==> src/rtl/serial_alu_seq_pkg.sv <==
// Shared types and constants for the bit-serial ALU sequencer.
package alu_pkg;

    localparam int ALU_WIDTH = 64;

    typedef enum logic [2:0] {
        OP_PASSB = 3'b000,
        OP_ADD   = 3'b010,
        OP_SUB   = 3'b011,
        OP_AND   = 3'b100,
        OP_OR    = 3'b101,
        OP_XOR   = 3'b110
    } alu_op_t;

    typedef enum logic [1:0] {
        ST_IDLE,
        ST_RUN,
        ST_DONE
    } seq_state_t;

    function automatic logic is_arith(input alu_op_t op);
        return (op == OP_ADD) || (op == OP_SUB);
    endfunction

endpackage

==> src/rtl/serial_alu_seq_if.sv <==
// Request/result bundle between operand fetch and the serial ALU.
interface serial_alu_seq_if #(
    parameter int WIDTH = 64
);
    logic             start;
    logic [WIDTH-1:0] A;
    logic [WIDTH-1:0] B;
    logic [2:0]       cntrl;
    logic [WIDTH-1:0] result;
    logic             busy;
    logic             done;
    logic             negative;
    logic             zero;
    logic             overflow;
    logic             carry_out;

    modport master (
        output start, A, B, cntrl,
        input  result, busy, done, negative, zero, overflow, carry_out
    );

    modport slave (
        input  start, A, B, cntrl,
        output result, busy, done, negative, zero, overflow, carry_out
    );
endinterface

==> src/rtl/serial_alu_seq_bit_slice.sv <==
// One-bit ALU slice; subtract is add with b inverted and the carry preset by the caller.
module serial_bit_slice
    import alu_pkg::*;
(
    input  logic    i_a,
    input  logic    i_b,
    input  logic    i_cin,
    input  alu_op_t i_op,
    output logic    o_sum,
    output logic    o_cout
);

    logic w_b;

    always_comb begin
        w_b    = (i_op == OP_SUB) ? ~i_b : i_b;
        o_sum  = 1'b0;
        o_cout = i_cin;
        case (i_op)
            OP_PASSB: o_sum = i_b;
            OP_ADD, OP_SUB: begin
                o_sum  = i_a ^ w_b ^ i_cin;
                o_cout = (i_a & w_b) | (i_a & i_cin) | (w_b & i_cin);
            end
            OP_AND:   o_sum = i_a & i_b;
            OP_OR:    o_sum = i_a | i_b;
            OP_XOR:   o_sum = i_a ^ i_b;
            default:  o_sum = 1'b0;
        endcase
    end

endmodule

==> src/rtl/serial_alu_seq.sv <==
// Bit-serial ALU sequencer: streams operands LSB-first through one slice, one bit per clock.
// state   | meaning
// IDLE    | waiting for start
// RUN     | processing bit r_count
// DONE    | result/flags valid, done high; start here chains the next op
module serial_alu_seq
    import alu_pkg::*;
#(
    parameter int WIDTH = ALU_WIDTH
) (
    input  logic           clk,
    input  logic           reset,
    serial_alu_seq_if.slave bus
);

    localparam int CNT_W = $clog2(WIDTH);

    seq_state_t       r_state;
    logic [WIDTH-1:0] r_a;
    logic [WIDTH-1:0] r_b;
    logic [WIDTH-1:0] r_acc;
    logic [WIDTH-1:0] r_result;
    alu_op_t          r_op;
    logic [CNT_W-1:0] r_count;
    logic             r_carry;
    logic             r_busy;
    logic             r_done;
    logic             r_n;
    logic             r_z;
    logic             r_c;
    logic             r_v;

    logic             w_sum;
    logic             w_cout;
    logic             w_arith;
    logic             w_last;
    logic [WIDTH-1:0] w_next_acc;

    serial_bit_slice u_slice (
        .i_a    (r_a[0]),
        .i_b    (r_b[0]),
        .i_cin  (r_carry),
        .i_op   (r_op),
        .o_sum  (w_sum),
        .o_cout (w_cout)
    );

    assign w_arith    = is_arith(r_op);
    assign w_last     = (r_count == CNT_W'(WIDTH - 1));
    assign w_next_acc = {w_sum, r_acc[WIDTH-1:1]};

    always_ff @(posedge clk or posedge reset) begin
        if (reset) begin
            r_state  <= ST_IDLE;
            r_a      <= '0;
            r_b      <= '0;
            r_acc    <= '0;
            r_result <= '0;
            r_op     <= OP_PASSB;
            r_count  <= '0;
            r_carry  <= 1'b0;
            r_busy   <= 1'b0;
            r_done   <= 1'b0;
            r_n      <= 1'b0;
            r_z      <= 1'b0;
            r_c      <= 1'b0;
            r_v      <= 1'b0;
        end else begin
            case (r_state)
                ST_RUN: begin
                    r_acc <= w_next_acc;
                    r_a   <= r_a >> 1;
                    r_b   <= r_b >> 1;
                    if (w_arith) r_carry <= w_cout;
                    if (w_last) begin
                        // r_carry still holds the carry into the MSB here
                        r_state  <= ST_DONE;
                        r_busy   <= 1'b0;
                        r_done   <= 1'b1;
                        r_result <= w_next_acc;
                        r_n      <= w_sum;
                        r_z      <= (w_next_acc == '0);
                        r_c      <= w_arith & w_cout;
                        r_v      <= w_arith & (r_carry ^ w_cout);
                    end else begin
                        r_count <= r_count + CNT_W'(1);
                    end
                end
                default: begin
                    r_done <= 1'b0;
                    if (bus.start) begin
                        r_state <= ST_RUN;
                        r_busy  <= 1'b1;
                        r_a     <= bus.A;
                        r_b     <= bus.B;
                        r_op    <= alu_op_t'(bus.cntrl);
                        r_count <= '0;
                        r_carry <= (bus.cntrl == OP_SUB);
                    end else begin
                        r_state <= ST_IDLE;
                    end
                end
            endcase
        end
    end

    assign bus.result    = r_result;
    assign bus.busy      = r_busy;
    assign bus.done      = r_done;
    assign bus.negative  = r_n;
    assign bus.zero      = r_z;
    assign bus.carry_out = r_c;
    assign bus.overflow  = r_v;

endmodule

==> src/flat_wrapper.sv <==
// flat-port wrapper written by rule: the top's interface ports become plain ports
module serial_alu_seq_flat import alu_pkg::*;
#(
    parameter int WIDTH = ALU_WIDTH
)
  (clk, reset, bus_start, bus_A, bus_B, bus_cntrl, bus_result, bus_busy, bus_done, bus_negative, bus_zero, bus_overflow, bus_carry_out);
  serial_alu_seq_if #(.WIDTH(WIDTH)) bus_i ();
  input  logic clk;
  input  logic reset;
  input wire logic [$bits(bus_i.start)-1:0] bus_start;
  input wire logic [$bits(bus_i.A)-1:0] bus_A;
  input wire logic [$bits(bus_i.B)-1:0] bus_B;
  input wire logic [$bits(bus_i.cntrl)-1:0] bus_cntrl;
  output wire logic [$bits(bus_i.result)-1:0] bus_result;
  output wire logic [$bits(bus_i.busy)-1:0] bus_busy;
  output wire logic [$bits(bus_i.done)-1:0] bus_done;
  output wire logic [$bits(bus_i.negative)-1:0] bus_negative;
  output wire logic [$bits(bus_i.zero)-1:0] bus_zero;
  output wire logic [$bits(bus_i.overflow)-1:0] bus_overflow;
  output wire logic [$bits(bus_i.carry_out)-1:0] bus_carry_out;
  assign bus_i.start = bus_start;
  assign bus_i.A = bus_A;
  assign bus_i.B = bus_B;
  assign bus_i.cntrl = bus_cntrl;
  assign bus_result = bus_i.result;
  assign bus_busy = bus_i.busy;
  assign bus_done = bus_i.done;
  assign bus_negative = bus_i.negative;
  assign bus_zero = bus_i.zero;
  assign bus_overflow = bus_i.overflow;
  assign bus_carry_out = bus_i.carry_out;
  serial_alu_seq #(.WIDTH(WIDTH)) u_core (.clk(clk), .reset(reset), .bus(bus_i));
endmodule
==> config.mk <==
export PLATFORM = sky130hd
export DESIGN_NAME = serial_alu_seq_flat
export DESIGN_NICKNAME = d
export VERILOG_FILES = /design/src/rtl/serial_alu_seq_pkg.sv /design/src/rtl/serial_alu_seq_if.sv /design/src/rtl/serial_alu_seq_bit_slice.sv /design/src/rtl/serial_alu_seq.sv /design/src/flat_wrapper.sv
export SDC_FILE = /design/constraint.sdc
export NUM_CORES = 1
export LEC_CHECK = 0
export CAP_MARGIN = 10
export CORE_MARGIN = 2
export CORE_UTILIZATION = 43
export CTS_CLUSTER_DIAMETER = 50
export DETAILED_ROUTE_END_ITERATION = 10
export HOLD_SLACK_MARGIN = 0.03
export PLACE_DENSITY_LB_ADDON = 0.08
export SYNTH_ARGS = -nofsm -noshare
export SYNTH_HDL_FRONTEND = slang
export SYNTH_HIERARCHICAL = 1
export SYNTH_SLANG_ARGS = --single-unit
==> constraint.sdc <==
create_clock -name clk -period 13.6 [get_ports clk]
set_input_delay 2.72 -clock clk [delete_from_list [all_inputs] [get_ports clk]]
set_output_delay 2.72 -clock clk [all_outputs]
set_load 0.01 [all_outputs]
### After elaboration in Yosys (flattened, before gate mapping)

Index checks and enable logic that the tools add are counted.

* bits in latches: 0
* output and inout port bits: 70
* ROM bits: 0
* word-level logic and storage cells: 72
* memories kept: 0
* input port bits: 134
* RAM bits: 0
* flip-flop bits (word level): 274

* multipliers: 0
* multiplexer cells: 21
* bitwise operators: 15
* add/subtract/negate cells: 1
* reduce and logical (&&, ||, !) cells: 10
* order comparisons: 0
* eq/ne operators: 11
* shift operators: 0
* div/mod/pow operators: 0

Operators by type and width (number)
* $mux 64: 4
* $logic_not 64->1: 1
* $mux 6: 3
* $mux 1: 11
* $reduce_and 2->1: 5
* $eq 3x2->1 const B: 3
* $eq 3x3->1 const B: 3
* $add 6x1->6 const B: 1
* $and 1x1->1: 6
* $eq 6x6->1 const B: 1
* $pmux 1 s5: 1
* $mux 2: 2
* $ne 2x1->1 const B: 2
* $xor 1x1->1: 4
* $logic_not 3->1: 1
* $or 1x1->1: 3
* $eq 2x1->1 const B: 1
* $ne 2x2->1 const B: 1
* $not 1->1: 2
* $reduce_bool 2->1: 1
* $reduce_or 2->1: 1
* $logic_or 1x1->1: 1

### Longest topological paths before layout

Gate-level depths: netlist of run 1.

* depth in word-level cells: 8
* depth in mapped cells: 10
* mapped depth without buffers: 10

### Hierarchy

The synthesis of run 1 kept the hierarchy.

By module, submodules not included
* serial_alu_seq: cells an instance 1178, area an instance 11418.5 um^2, instances 1, seq. area each 6781.5 um^2
* serial_bit_slice: cells an instance 18, area an instance 136.4 um^2, instances 1, seq. area each 0.0 um^2

### Least setup slack after synthesis of run 1

Ideal clock, no wire load.

* path type: input -> register
* start: input bus_start
* end: register u_core.r_b[6]
* arrival time: 3.564 ns
* buffers on the path: 3
* cell stages on the path: 5
* path slack: 9.902 ns
* setup time: 0.134 ns
* data required time: 13.466 ns
* cells stage by stage: clkbuf_1 -> buf_2 -> buf_2 -> mux2i_1 -> o21ai_0

* word-level cells in the longest chain between the ends: 1

RTL lines
* start: declaration: RTL line flat_wrapper.sv:10 `input wire logic [$bits(bus_i.start)-1:0] bus_start;`
* $reduce_bool 2->1 (no source line)
* end signal: assignment: RTL line serial_alu_seq.sv:73 `r_b <= r_b >> 1;`
* end signal: assignment: RTL line serial_alu_seq.sv:95 `r_b <= bus.B;`
* end: declaration: RTL line serial_alu_seq.sv:20 `logic [WIDTH-1:0] r_b;`

No other way between the ends.
A chain may end at the register's enable or synchronous reset.

### Worst setup path in the final report of run 1

* start: input bus_start
* end: register u_core.r_op[2]

* word-level cells in the longest chain between the ends: 1

RTL lines
* $reduce_and 2->1 (no source line)
* end signal: assignment: RTL line serial_alu_seq.sv:96 `r_op <= alu_op_t'(bus.cntrl);`
* end: declaration: RTL line serial_alu_seq.sv:23 `alu_op_t r_op;`

No other way between the ends.

==> flow_metrics.env, run 1 <==
export IMPL_critPathTopFamily="buffers and inverters"
export IMPL_cts_htree_levels=2
export IMPL_grt_pass1_vias=8376
export IMPL_drc=0
export IMPL_fillCellCount=2393
export IMPL_grt_usage_pct=18.8
export IMPL_slew_headroom_pct=18.0
export IMPL_root_buffer="clkbuf_16"
export IMPL_period_needed_ns=4.63
export IMPL_hold_start="u_core/bus.result[25]"
export IMPL_multiInputGateArea_mm2=0.00439
export IMPL_pre_cts_slack_ns=8.45
export IMPL_dieWidth_um=168
export IMPL_clock_sinks=271
export IMPL_synth_area_top_cells="dfrtp_1 (59%), nand2_1 (17%), mux2i_1 (11%), o21ai_0 (5.6%), buf_2 (2.0%)"
export IMPL_hold_path_class="flop to flop"
export IMPL_via_per_inst=4.94
export IMPL_fin_setup_tns_ns=0
export IMPL_synth_async_reset_ratio_pct=100
export IMPL_synth_warnings=6
export IMPL_skew_ns=0.0199
export IMPL_fmax_mhz=216
export IMPL_grt_max_degree=324
export IMPL_p_per_area_mw_per_mm2=189
export IMPL_synth_top_area_cell="dfrtp_1"
export IMPL_worst_r2r_setup_slack_ns=10.58
export IMPL_io_buffers=203
export IMPL_timing_rr_start="u_core/r_count[0]"
export IMPL_r2r_cells=7
export IMPL_cp_arrival_ns=5.02
export IMPL_wire_per_inst_um=15.1
export IMPL_io_pin_count=204
export IMPL_antenna_found_initial=0
export IMPL_cts_tree="built"
export IMPL_core_mm2=0.0267
export IMPL_drt_iter0_markers=578
export IMPL_end_kind="flop"
export IMPL_cp_start_kind="input port"
export IMPL_finalWirelength_mm=26.1
export IMPL_cts_buffer_depth=3
export IMPL_numCtsBuffers=35
export IMPL_status="finished, final reports clean"
export IMPL_diodes=0
export IMPL_cp_slowest_cell="buf_4"
export IMPL_hold_viol=0
export IMPL_num_vias=8541
export IMPL_nets=1505
export IMPL_cts_hold_buf=0
export IMPL_antenna_left=0
export IMPL_peakVddDrop_mv=0.0812
export IMPL_rsz0062_at_grt="no"
export IMPL_maxSlewViolCount=0
export IMPL_setup_viol=0
export IMPL_clk_latency_ns=0.51
export IMPL_synth_top_area_share_pct=58.7
export IMPL_synth_nets=1334
export IMPL_yosysUniqueCellTypes=39
export IMPL_clkTransAtPathRegs_ns=0.05
export IMPL_ys_seq_area_share_pct=58.7
export IMPL_drive_above_1_share_pct=4.97
export IMPL_synth_avg_cell_area_um2=9.66
export IMPL_cts_resized=0
export IMPL_place_hpwl_mm=15.8
export IMPL_crit_chain="buf_6 > buf_4 > nand2_1 > mux2_2"
export IMPL_grt_first_pass_wirelength_mm=43.5
export IMPL_hold_end="u_core/bus.result[25]"
export IMPL_die_h_um=168
export IMPL_critPathMaxFanout=75
export IMPL_holdPathStages=2
export IMPL_initial_utilization_pct=43.4
export IMPL_seqCellArea_mm2=0.00678
export IMPL_timing_rr_end="u_core/r_count[4]"
export IMPL_first_pass_iters=5
export IMPL_ys_flop_type="dfrtp_1"
export IMPL_dieArea_mm2=0.0282
export IMPL_cpPeakStageDelay_ns=0.86
export IMPL_p_leak_nw=7.34
export IMPL_worst_path_buf_inv=2
export IMPL_finalWeightedCongestion=0.722
export IMPL_area_growth_syn_to_layout_pct=28.6
export IMPL_min_period_over_period_pct=34.0
export IMPL_cp_required_ns=13.99
export IMPL_criticalPathCategory="input port to flop"
export IMPL_rows=60
export IMPL_grt_overflow=0
export IMPL_power_mw=2.81
export IMPL_syn_area_mm2=0.0116
export IMPL_synthCells=1196
export IMPL_cts_setup_buffers=0
export IMPL_setup_slack_ns=8.97
export IMPL_tightestPinTransition_ns=1.23
export IMPL_yosys_register_bits=271
export IMPL_maxCapViolCount=0
export IMPL_synth_edf_count=0
-- state kept, by name (all words and copies together), names as in the netlist --
signal / cells
u_core/bus.done: 1
u_core/r_b: 64
u_core/bus.zero: 1
u_core/bus.carry_out: 1
u_core/r_a: 64
u_core/r_op: 3
u_core/r_carry: 1
u_core/bus.overflow: 1
u_core/r_count: 6
u_core/r_acc: 63
u_core/bus.busy: 1
u_core/r_state: 1
u_core/bus.result: 64
-- placed cells by master (no fill, tap or decap), drive strengths merged, types with 2 or more instances in the layout --
cell             n
nand2          514
nor4            17
mux2i          128
dfrtp          271
o22ai            2
o21ai          131
nand4            6
bufinv           3
nand2b           2
nor2            10
clkdlybuf4s50  202
mux2             3
a22o             2
nor2b            3
a21oi            5
xnor2            2
ha               3
clkbuf          47
buf              7
nand3            4
inv              9
clkinv           4
-- metal layers --
metal / wire length (µm) / up-vias / GRT usage, %
li1: - / 4259 / -
met1: 12800 / 4062 / 27.5
met2: 11600 / 180 / 28.9
met3: 1140 / 40 / 3.06
met4: 563 / 0 / 6.05
met5: 0 / - / 0
-- logic make-up after synthesis --
logic type	count (synthesis)	share of synthesized area, %
AOI/OAI and AO/OA	146	6.64
and+or+nand+nor	560	19.2
buffers and inverters	81	3.39
muxes	131	11.4
DFF	271	58.7
xor gates and xnor gates	3	0.227
adders and majority gates	4	0.498
-- worst register-to-register path, cell delays in order, from the launching register on --
cell	delay (ns)
dfrtp_1	0.40
ha_1	0.21
and3_1	0.30
nand4_4	0.84
inv_2	0.20
buf_4	0.61
nor2_1	0.18
o22ai_1	0.19
-- stage by stage --
| step | cell area (µm²) | std cells | utilization [%] | hold WS (ns) |
|---|---|---|---|---|
| floorplan | 11600 | 1196 | - | 0.449 |
| global placement | 13700 | 1671 | 51.5 | 0.457 |
| detailed placement | 13700 | 1671 | 51.5 | 0.461 |
| CTS | 14900 | 1729 | 55.8 | 0.474 |
| global route | 14900 | 1729 | 55.8 | 0.501 |
| finish | 14900 | 1729 | 55.8 | 0.469 |
-- area by class of cell --
class	count	area share, %
multi-input combinational	844	29.6
sequential	271	45.6
inverter	6	0.202
timing repair buffer	209	14.1
clock buffer	47	6.61
tap	341	2.87
clock inverter	11	1.07
-- power breakdown --
part	leakage, nW	switching, mW	total (mW)	internal (mW)
sequential	3.55	0.197	1.28	1.08
clock	0.556	0.336	0.901	0.565
combinational	3.24	0.328	0.628	0.300
-- worst max-delay path by stage --
stage                    from         endpoint  slack [ns]  depth (start not counted)
floorplan               reset  u_core/bus.busy        3.41                          1
global route        bus_start   u_core/r_op[2]        8.81                          4
global placement    bus_start   u_core/r_op[0]        8.45                          4
finish              bus_start   u_core/r_op[2]        8.97                          4
CTS                 bus_start   u_core/r_op[1]        8.97                          4
detailed placement  bus_start   u_core/r_op[1]        8.45                          4
-- cell usage after synthesis (3+ instances only) --
library cell  number
a21oi_1            5
buf_2             46
buf_4              4
clkbuf_1          21
dfrtp_1          271
ha_1               3
inv_1              5
mux2_2             3
mux2i_1          128
nand2_1          514
nand3_1            4
nand4_1            5
nor2_1            10
nor4_1            16
o21ai_0          129
Power figures use the tool's default switching activity.
==> inputs of run 2 (changes only) <==
==> constraint.sdc (replaced) <==
create_clock -name clk -period 4.5 [get_ports clk]
set_input_delay 0.9 -clock clk [delete_from_list [all_inputs] [get_ports clk]]
set_output_delay 0.9 -clock clk [all_outputs]
set_load 0.01 [all_outputs]
==> run 2 against run 1 <==
Compared with the run above:
- via count hardly changed
- hold slack better by 0.00054 ns
- design area is 0.32% higher
- setup slack worse by 7.0 ns
- sequential power grew to 3.0 times the previous value
- die area stayed put
- utilization is 0.18 points higher
- non-clock buffer count is 4 higher
- sequential share of layout area is 0.15 points lower
- global-route usage is 0.35 points higher
- clock power grew to 3.0 times the previous value
==> flow_metrics.env, run 2 (synthesis results as in run 1) <==
export IMPL_final_cell_mix="nand2_1 (514), dfrtp_1 (271), clkdlybuf4s50_1 (202), o21ai_0 (129), mux2i_1 (128)"
export IMPL_clk_latency_ns=0.50
export IMPL_drt_iter0_markers=597
export IMPL_core_mm2=0.0267
export IMPL_cp_arrival_ns=2.96
export IMPL_drc=0
export IMPL_criticalPathCategory="flop to flop"
export IMPL_hold_path_class="flop to flop"
export IMPL_clkPwrFrac_pct=32.0
export IMPL_grt_pass1_vias=8655
export IMPL_io_buffers=203
export IMPL_finalWirelength_mm=26.1
export IMPL_use_met1_pct=27.8
export IMPL_hold_viol=0
export IMPL_worst_r2r_setup_slack_ns=1.97
export IMPL_diodes=0
export IMPL_min_period_over_period_pct=56.3
export IMPL_tightestPinTransition_ns=1.38
export IMPL_place_hpwl_mm=16.0
export IMPL_cts_resized=0
export IMPL_design_area_mm2=0.0149
export IMPL_mostFrequentLayoutCell="nand2_1"
export IMPL_grt_use_met2_pct=29.1
export IMPL_p_int_mw=5.82
export IMPL_grt_overflow=0
export IMPL_finalWeightedCongestion=0.726
export IMPL_grt_usage_pct=19.2
export IMPL_multiInputGateArea_mm2=0.00439
export IMPL_antenna_left=0
export IMPL_setup_slack_ns=1.97
export IMPL_maxCapViolCount=0
export IMPL_timing_hold_ws_ns=0.470
export IMPL_place_area_mm2=0.0138
export IMPL_root_buffer="clkbuf_16"
export IMPL_skew_ns=0.0152
export IMPL_cts_setup_buffers=0
export IMPL_setup_viol=0
export IMPL_power_mw=8.47
export IMPL_fmax_mhz=395
export IMPL_clkTransAtPathRegs_ns=0.06
export IMPL_cp_required_ns=4.93
export IMPL_wire_per_inst_um=15.0
export IMPL_via_per_inst=4.91
export IMPL_cts_hold_buf=0
export IMPL_dieArea_mm2=0.0282
export IMPL_rsz0062_at_grt="no"
export IMPL_drive_above_1_share_pct=5.52
export IMPL_end_kind="flop"
export IMPL_rows=60
export IMPL_dieWidth_um=168
export IMPL_cp_start_kind="flop"
export IMPL_switchingPower_mw=2.65
export IMPL_grt_max_degree=324
export IMPL_met3_usage_pct=4.37
export IMPL_grt_first_pass_wirelength_mm=44.3
export IMPL_die_h_um=168
export IMPL_switching_share_pct=31.3
export IMPL_maxSlewViolCount=0
export IMPL_cts_buffer_depth=3
export IMPL_clock_sinks=271
export IMPL_critPathMaxFanout=6
export IMPL_nets=1510
export IMPL_busiest_layer="met2"
export IMPL_status="finished, final reports clean"
export IMPL_io_pin_count=204
export IMPL_combPwrFrac_pct=22.4
export IMPL_cts_tree="built"
export IMPL_cts_htree_levels=2
export IMPL_slew_headroom_pct=8.29
export IMPL_area_growth_syn_to_layout_pct=29.0
export IMPL_fillCellCount=2350
export IMPL_p_per_area_mw_per_mm2=568
export IMPL_num_vias=8534
export IMPL_fin_setup_tns_ns=0
export IMPL_initial_utilization_pct=43.4
export IMPL_peakVddDrop_mv=0.347
export IMPL_pre_cts_slack_ns=1.90
export IMPL_p_leak_nw=7.35
export IMPL_period_needed_ns=2.53
export IMPL_numCtsBuffers=36
export IMPL_antenna_found_initial=0
export IMPL_p_seq_share_pct=45.6
export IMPL_seqCellArea_mm2=0.00678
export IMPL_first_pass_iters=5
run 2: cell types whose count changed in the layout (fill, tap and decap cells not counted), sizes merged:
| cell | change |
|---|---|
| clkinvlp | +5 |
| buf | +4 |
| bufinv | -2 |
| clkbuf | +1 |
run 2: worst paths after layout:
| kind | startpoint | end | cells past startpoint |
|---|---|---|---|
| worst min register to register | u_core/r_b[17] | u_core/r_b[16] | 2 |
| worst max-delay path | u_core/r_op[1] | u_core/bus.zero | 10 |
| worst min-delay path | u_core/r_b[17] | u_core/r_b[16] | 2 |
| max in group asynchronous | reset | u_core/bus.result[29] | 3 |
| worst max register to register | u_core/r_op[1] | u_core/bus.zero | 10 |
| min in group asynchronous | reset | u_core/r_acc[5] | 2 |
run 2: stage by stage:
| step | utilization, % | std cells |
|---|---|---|
| 2_1_floorplan | - | 1196 |
| 3_3_place_gp | 51.7 | 1675 |
| 3_5_place_dp | 51.7 | 1675 |
| 4_1_cts | 55.9 | 1737 |
| 5_1_grt | 55.9 | 1737 |
| 6_report | 55.9 | 1737 |
run 2: cell type report:
| class | count | share of cell area, % |
|---|---|---|
| repair buffers | 213 | 14.4 |
| clock inverters | 14 | 0.873 |
| flip-flops and latches | 271 | 45.5 |
| clock buffers | 48 | 6.76 |
| inverters | 6 | 0.176 |
| well taps | 341 | 2.86 |
| multi-input cells | 844 | 29.5 |
run 2: layer usage:
layer  up-vias  wire, µm  share of wire (%)
met1      4023     12500                 48
met2       198     11500                 44
met4         0       631                2.4
li1       4265         -                  -
met3        48      1440                5.5
met5         -         0                  0
run 2: worst max-delay path, cell delays in order (launching register included):
cell and delay, ns:
dfrtp_1 0.41, nor2b_2 0.24, nand2_1 0.09, xnor2_1 0.15
fa_1 0.51, a21oi_1 0.07, o211a_1 0.18, nor4_1 0.18
nand4_1 0.11, or4_1 0.40, o21ai_1 0.12
run 2: power groups by stage:
stage / logic, mW / clock network [mW] / registers (mW)
after floorplan: 1.23 / 0 / 3.80
after detailed placement: 1.93 / 0 / 3.89
after CTS: 1.94 / 2.80 / 3.86
after global placement: 1.86 / 0 / 3.89
final: 1.90 / 2.71 / 3.86
after global routing: 2.22 / 2.90 / 3.98
==> inputs of run 3 (changes only) <==
==> constraint.sdc (replaced) <==
create_clock -name clk -period 2 [get_ports clk]
set_input_delay 0.4 -clock clk [delete_from_list [all_inputs] [get_ports clk]]
set_output_delay 0.4 -clock clk [all_outputs]
set_load 0.01 [all_outputs]
==> run 3 against run 2 <==
Compared with the run above:
- the run now ends with negative setup slack left
- first-iteration DRC count grew 7.4%
- design area up 3.8%
- combinational power grew 140%
- fmax is 11% higher
- total power increased by 140%
- hold slack got worse by 0.17 ns
- clock power rose to 2.6 times the previous value
- sequential cell count unchanged
- sequential share of layout area shrank 1.6 points
- largest cell class unchanged
- largest power group unchanged
- utilization is 2.1 points higher
==> flow_metrics.env, run 3 (synthesis results as in run 1) <==
export IMPL_setup_slack_ns=-0.282
export IMPL_min_period_over_period_pct=114
export IMPL_area_growth_syn_to_layout_pct=33.9
export IMPL_p_int_mw=14.2
export IMPL_finalWirelength_mm=26.3
export IMPL_drt_iter0_markers=641
export IMPL_cts_tree="built"
export IMPL_io_pin_count=204
export IMPL_die_h_um=168
export IMPL_slew_headroom_pct=54.8
export IMPL_final_cell_mix="nand2_1 (513), dfrtp_1 (271), clkdlybuf4s50_1 (202), o21ai_0 (129), mux2i_1 (128)"
export IMPL_nets=1538
export IMPL_dieWidth_um=168
export IMPL_grt_max_degree=92
export IMPL_r2r_cells=10
export IMPL_design_area_mm2=0.0155
export IMPL_clkPwrFrac_pct=35.0
export IMPL_combPwrFrac_pct=22.5
export IMPL_cts_htree_levels=2
export IMPL_switching_share_pct=30.1
export IMPL_fin_setup_tns_ns=-0.282
export IMPL_drive_above_1_share_pct=8.26
export IMPL_hold_start="bus_start"
export IMPL_num_vias=8683
export IMPL_drc=0
export IMPL_p_per_area_mw_per_mm2=1320
export IMPL_holdPathStages=3
export IMPL_p_leak_nw=7.65
export IMPL_p_seq_share_pct=42.5
export IMPL_via_per_inst=4.91
export IMPL_core_mm2=0.0267
export IMPL_rows=60
export IMPL_grt_pass1_vias=8625
export IMPL_antenna_left=0
export IMPL_instances_no_fill=1769
export IMPL_timing_rr_start="u_core/r_op[2]"
export IMPL_place_hpwl_mm=16.8
export IMPL_antenna_found_initial=0
export IMPL_maxSlewViolCount=0
export IMPL_initial_utilization_pct=43.4
export IMPL_cp_start_kind="flop"
export IMPL_critPathMaxFanout=2
export IMPL_maxCapViolCount=0
export IMPL_mostFrequentLayoutCell="nand2_1"
export IMPL_status="finished, violations left"
export IMPL_root_buffer="clkbuf_16"
export IMPL_hold_viol=0
export IMPL_first_pass_iters=5
export IMPL_violations="negative setup slack"
export IMPL_skew_ns=0.0198
export IMPL_diodes=0
export IMPL_clkTransAtPathRegs_ns=0.06
export IMPL_peakVddDrop_mv=0.730
export IMPL_grt_first_pass_wirelength_mm=44.4
export IMPL_io_buffers=203
export IMPL_fmax_mhz=438
export IMPL_period_needed_ns=2.28
export IMPL_placed_cells=1701
export IMPL_cp_required_ns=2.44
export IMPL_switchingPower_mw=6.14
export IMPL_setup_viol=1
export IMPL_grt_overflow=0
export IMPL_place_area_mm2=0.0141
export IMPL_grt_usage_pct=19.1
export IMPL_clock_sinks=271
export IMPL_dieArea_mm2=0.0282
export IMPL_worst_r2r_setup_slack_ns=-0.28
export IMPL_tightestPinTransition_ns=0.678
export IMPL_hold_path_class="input port to flop"
export IMPL_crit_start="u_core/r_op[2]"
export IMPL_wire_per_inst_um=14.9
export IMPL_criticalPathCategory="flop to flop"
export IMPL_clk_latency_ns=0.51
export IMPL_numCtsBuffers=37
export IMPL_cts_buffer_depth=3
export IMPL_rsz0062_at_grt="yes"
export IMPL_finalWeightedCongestion=0.754
export IMPL_end_kind="flop"
export IMPL_pre_cts_slack_ns=-0.335
export IMPL_cp_arrival_ns=2.72
[run 3: timing repair]
item,in CTS,in global routing
buffers inserted,0,1
hold buffers,0,0
gates resized for setup,0,3
pin swaps,0,1
setup endpoints to repair,1,24
[run 3: final cells by class]
class	count	area [µm²]
fill	2336	11200
sequential	271	6780
multi-input combinational	844	4410
timing repair buffer	240	2460
clock buffer	43	1030
tap	341	427
clock inverter	24	333
inverter	6	26.3
[run 3: metal layers]
layer | global-route usage (%) | part of all wire (%) | routed length [µm] | vias to the layer above
li1 | - | - | - | 4333
met1 | 27.6 | 49 | 12800 | 4124
met2 | 29.9 | 45 | 11800 | 188
met3 | 3.55 | 4.8 | 1270 | 38
met4 | 5.10 | 1.8 | 483 | 0
met5 | 0 | 0 | 0 | -
[run 3: final timing paths]
check | to
max | u_core/bus.zero
min | u_core/bus.busy
max reg2reg | u_core/bus.zero
min reg2reg | u_core/r_a[52]
max in group asynchronous | u_core/r_b[5]
min in group asynchronous | u_core/bus.carry_out
[run 3: metrics by stage]
| stage | total power [mW] | hold slack (ns) | utilization (%) |
|---|---|---|---|
| floorplan | 11.3 | 0.449 | - |
| global placement | 13.2 | 0.456 | 52.8 |
| detailed placement | 13.3 | 0.461 | 52.8 |
| CTS | 20.6 | 0.269 | 58.0 |
| global route | 21.8 | 0.303 | 58.0 |
| finish | 20.4 | 0.297 | 58.0 |
[run 3: power groups by stage]
| stage | Combinational [mW] | Sequential (mW) | Clock (mW) |
|---|---|---|---|
| final | 4.58 | 8.66 | 7.14 |
| after global routing | 5.29 | 8.94 | 7.56 |
| after CTS | 4.64 | 8.66 | 7.33 |
| after detailed placement | 4.61 | 8.74 | 0 |
| after global placement | 4.51 | 8.71 | 0 |
| after floorplan | 2.78 | 8.56 | 0 |
[run 3: worst max-delay path, stage by stage, from the launching register on]
cell and delay [ns]:
dfrtp_1 0.41, nor2b_4 0.13, nand2_2 0.06, xnor2_1 0.13, fa_1 0.48, a21oi_1 0.06, o211a_1 0.16, nor4_2 0.14
nand4_1 0.11, or4_1 0.40, o21ai_1 0.13
